===== src/rtl/counter_ctrl.sv =====
// counter_ctrl: switch/button sequencer producing mode, direction and tick strobes for the LED counter.
// Define COUNTER_CTRL_DEBOUNCE_EN to build the button debounce filter; otherwise btnD follows btnS.
module counter_ctrl #(
  parameter int cN  = 24,
  parameter int cDB = 16
) (
  input  logic       iCLK_50,
  input  logic       iRST,
  input  logic [3:0] iSW,
  input  logic       iBTN,
  output logic       oTick,
  output logic [1:0] oMode,
  output logic       oDir,
  output logic [1:0] oState
);
  typedef enum logic [1:0] {IDLE = 2'b00, RUN = 2'b01, HALT = 2'b10} tState;
  tState state;
  logic [3:0] swMeta, swS;
  logic btnMeta, btnS, btnD, btnDPrev;
  logic [cN-1:0] presc;
  logic [1:0] modeDec;
  logic prescClr, stepEdge;
  always_comb begin
    modeDec  = swS[3] ? 2'b11 : swS[2] ? 2'b10 : swS[1] ? 2'b01 : 2'b00;
    prescClr = (state != RUN) || (modeDec != oMode);
    stepEdge = btnD & ~btnDPrev;
  end
  assign oState = state;
  always_ff @(posedge iCLK_50) begin
    if (iRST) begin
      swMeta  <= '0;
      swS     <= '0;
      btnMeta <= 1'b0;
      btnS    <= 1'b0;
    end else begin
      swMeta  <= iSW;
      swS     <= swMeta;
      btnMeta <= iBTN;
      btnS    <= btnMeta;
    end
  end
  // Step only fires when staying in IDLE, so a simultaneous IDLE->RUN entry drops it.
  always_ff @(posedge iCLK_50) begin
    if (iRST) begin
      state    <= IDLE;
      oMode    <= 2'b00;
      oDir     <= 1'b1;
      oTick    <= 1'b0;
      presc    <= '0;
      btnDPrev <= 1'b0;
    end else begin
      state    <= !swS[0] ? IDLE : (modeDec == 2'b00) ? HALT : RUN;
      oMode    <= modeDec;
      oDir     <= (modeDec == 2'b00) ? oDir : (modeDec != 2'b10);
      presc    <= prescClr ? '0 : presc + 1'b1;
      btnDPrev <= btnD;
      oTick    <= (!prescClr && presc == '1) ||
                  (state == IDLE && !swS[0] && oMode != 2'b00 && stepEdge);
    end
  end
`ifdef COUNTER_CTRL_DEBOUNCE_EN
  logic [cDB-1:0] dbCnt;
  always_ff @(posedge iCLK_50) begin
    if (iRST) begin
      dbCnt <= '0;
      btnD  <= 1'b0;
    end else if (btnS == btnD) begin
      dbCnt <= '0;
    end else if (dbCnt == '1) begin
      btnD  <= btnS;
      dbCnt <= '0;
    end else begin
      dbCnt <= dbCnt + 1'b1;
    end
  end
`else
  assign btnD = btnS;
`endif
endmodule


===== config.mk =====
export PLATFORM = sky130hd
export DESIGN_NAME = counter_ctrl
export DESIGN_NICKNAME = d
export VERILOG_FILES = /design/src/rtl/counter_ctrl.sv
export SDC_FILE = /design/constraint.sdc
export NUM_CORES = 1
export LEC_CHECK = 0
export ABC_AREA = 0
export CAP_MARGIN = 25
export CORE_UTILIZATION = 31
export CTS_BUF_LIST = sky130_fd_sc_hd__clkbuf_4
export DETAILED_ROUTE_END_ITERATION = 7
export GPL_ROUTABILITY_DRIVEN = 0
export HOLD_SLACK_MARGIN = 0.15
export PLACE_DENSITY = 0.49
export SYNTH_ARGS = -nofsm -noshare
export SYNTH_HDL_FRONTEND = slang
export SYNTH_SLANG_ARGS = --single-unit

===== constraint.sdc =====
create_clock -name iCLK_50 -period 2.8 [get_ports iCLK_50]
set_clock_uncertainty 0.15 [all_clocks]
set_input_delay 0.42 -clock iCLK_50 [delete_from_list [all_inputs] [get_ports iCLK_50]]
set_output_delay 0.42 -clock iCLK_50 [all_outputs]
set_load 0.005 [all_outputs]

==> reports/results.txt <==
The run gives 703 sq um as the area of the multi-input gates. The power per cell area was 499 mW/mm^2. Standard cell core area: 0.00479 sq mm. In this run the core area contains 25 standard-cell rows. Remaining number of nets flagged by the antenna check after routing: 0. The via count of the first global-routing pass was 1098; the global-route usage over all layers was 11.6%.

Leaving out filler cells and counting taps, the final layout contains 254. The kind of end point of the critical path is a register. The first detailed-routing pass ran for 4 iterations. Setup slack on the worst reg-to-reg path comes out at 0.50 ns.

Static timing analysis puts the maximum clock frequency at 436 MHz. Data on the critical path is required at its endpoint by 2.92 ns. The flow ran to the end, and the final reports show no timing, DRC or antenna violations. The largest fanout on the critical path is 9, and the average cell area after synthesis is 9.14 sq um. Once the floorplan was initialized, standard cells occupied 32.8% of the core. The die is 73.2 microns wide. Adding up every negative setup slack in the final design gives 0 ns. The logs give 0 for the number of synthesis warnings and 0 for the number of buffers added for setup after CTS. The clock-pin transition on the worst setup and hold timing paths works out to 0.11 ns. For this design the static power due to leakage is 0.558 nW. The run gives 5 as the number of buffers created by CTS. The number of antenna diodes in the final layout is 0. The tools report the peak supply drop as 0.214 mV. In the layout the commonest cells are 41 x dfxtp_1, 25 x nor2_1, 12 x clkdlybuf4s50_1. For the number of endpoints with negative hold slack in the final report, the log shows 0. The termination of the worst setup path was presc[22]$_SDFF_PP0_. Number of antenna violations at the first check in global routing: 0. In this run, placement finished with an instance count of 247. Across the run, the number of max-cap violations was 0. Post-layout minimum cycle time: 2.30 ns. Type of the worst setup path: register to register. The count of H-tree levels built during CTS was 2; the detailed-route wire length per cell was 10.6 microns.

By area the synthesized netlist is led by dfxtp_1 52%, nor2_1 6.0%, xnor2_1 5.6%. Data on the critical path arrives at its endpoint at 2.42 ns. The final max-slew violation count came out at 0. Setup repair after global routing left no endpoint under its margin. Setup violations remaining at the end of the flow were counted as 0. The final period utilization is 82.0%, and the worst-case reg-to-reg path depth is 5. The post-route netlist has 4.81% of its cells at a drive strength greater than 1. The die covers 0.00536 sq mm. Synthesis produced a netlist whose cell count is 172. The commonest non-fill, non-tap cell in the layout is dfxtp_1. Counting flops and latches in the post-synthesis netlist gives 41.

The endpoint identified for the worst register-to-register timing path is presc[22]$_SDFF_PP0_. Synthesis instantiated 25 different standard cells from the library. The number of gates resized after CTS was 0. Entering global routing, the biggest net connects 22 pins. In this run the worst setup path begins at presc[0]$_SDFF_PP0_. The net total in the final layout is 195. For the count of routing violations after the opening detailed-route iteration, the log shows 65. The share of the Yosys chip area taken by registers is 52.2%.

The number of vias per cell after detailed routing came out at 4.65. Hold repair after CTS inserted 0 buffers. Summed over all instances, the cell type with the most area after synthesis is dfxtp_1. The share of the synthesized area in the top cell type was 52.2%; the relative slew slack was 71.0%.

The remaining global-route overflow came out at 0. For this run, design rule violations remaining after detail routing come to 0. The logs give 821 sq um for the total area of sequential cells and 472 for the count of filler cells inserted in the layout. The floorplan step set the die height to 73.2 microns. The number of nets handed over by synthesis was 180.

Summed over all layers, the routed wires come to 2700 microns. TritonCTS built the clock tree. The run gives 1940 microns as the HPWL after detailed placement.

Reg-to-reg critical path startpoint: presc[0]$_SDFF_PP0_. The depth of the worst hold-timing path works out to 1. The total number of vias was 1181. In this run the tool buffered the top-level ports with 12 buffer cells. The path class of the lowest-slack min-delay path is register to register.

The source-to-sink clock delay at the later pin of the worst-skew pair is 0.34 ns. The first global-routing pass estimated 4700 microns of wire. The clock drives 41 sinks. At the pin with the least slew margin, the transition time is 0.433 ns. STA classifies the critical path startpoint as a register.

In this run the cell area of the synthesized design comes to 0.00157 sq mm. Counting along the longest clock path gives a buffer depth of 2. The relative area change from synthesis to final layout came out at 15.4%.

The clock tree root buffer cell is clkbuf_4. Pin placement for this block handled 13 I/O pins.
[synthesized netlist by cell type]
cell type	instances
xnor2_1	10
xor2_1	5
a21oi_1	9
nor2b_1	11
o211ai_1	2
o21ai_0	5
nor4_1	6
nand4_4	1
nor3_1	4
clkbuf_1	4
or4_1	2
or3_1	8
o41ai_1	1
nor2_1	25
ha_1	1
nand2b_1	2
o21ai_1	4
nand3_1	7
nand4_1	5
inv_1	6
buf_2	2
nand2_1	7
o31ai_1	1
dfxtp_1	41
and4_1	3
[area by class of cell]
cell class | instances | share of cell area [%]
Timing Repair Buffer | 14 | 7.45
Clock inverter | 1 | 0.207
Multi-Input combinational cell | 119 | 38.8
Sequential cell | 41 | 45.2
Inverter | 6 | 1.24
Clock buffer | 6 | 2.48
Tap cell | 67 | 4.62
[metrics by stage]
step	hold WS (ns)	setup slack, ns	power (mW)	instance area, sq um	util, %
after floorplan	0.264	0.748	0.626	1570	-
after global placement	0.269	0.629	0.644	1770	36.9
after detailed placement	0.273	0.535	0.645	1770	36.9
after CTS	0.300	0.489	0.922	1810	37.9
after global routing	0.315	0.339	0.952	1810	37.9
final	0.294	0.504	0.905	1810	37.9
[worst max-delay path: stages, from the launching register on]
cell and delay [ns]:
dfxtp_1 0.40, ha_1 0.21, nand3_1 0.24, or4_1 0.72, or3_1 0.36, a21oi_1 0.15
[worst min path at each step]
stage,startpoint,slack [ns],end
floorplan,btnMeta$_SDFF_PP0_,0.26,btnD$_SDFF_PP0_
global route,swMeta[1]$_SDFF_PP0_,0.31,swS[1]$_SDFF_PP0_
finish,swMeta[3]$_SDFF_PP0_,0.29,swS[3]$_SDFF_PP0_
global placement,swMeta[1]$_SDFF_PP0_,0.27,swS[1]$_SDFF_PP0_
detailed placement,swMeta[0]$_SDFF_PP0_,0.27,swS[0]$_SDFF_PP0_
CTS,swMeta[0]$_SDFF_PP0_,0.30,swS[0]$_SDFF_PP0_
[flip-flops by register name, summed over array words and instances, names as in the netlist]
register / flops
swS: 4
btnDPrev: 1
oMode: 2
swMeta: 4
oDir: 1
oTick: 1
oState: 2
presc: 24
btnMeta: 1
btnD: 1
[metal layers]
metal  global-route usage [%]  up-vias  wire (microns)
li1                         -      620               -
met3                     3.87        5             120
met5                        0        -               0
met4                     5.45        0              36
met2                     20.0       24            1290
met1                     12.8      532            1260
[cell families after synthesis]
| family | after synthesis | synth area share [%] |
|---|---|---|
| flip-flops | 41 | 52.2 |
| AND/OR/NAND/NOR | 81 | 27.9 |
| AO/OA/AOI/OAI | 22 | 7.72 |
| adder cells (fa/ha/maj) | 1 | 0.796 |
| buffers and inverters | 12 | 3.03 |
| XOR/XNOR | 15 | 8.36 |
[power breakdown]
group	internal (mW)	switching, mW	leakage [nW]
Sequential	0.593	0.00697	0.333
Combinational	0.0204	0.0108	0.196
Clock	0.101	0.173	0.0292
No activity file was read; power rests on OpenSTA's default activity.
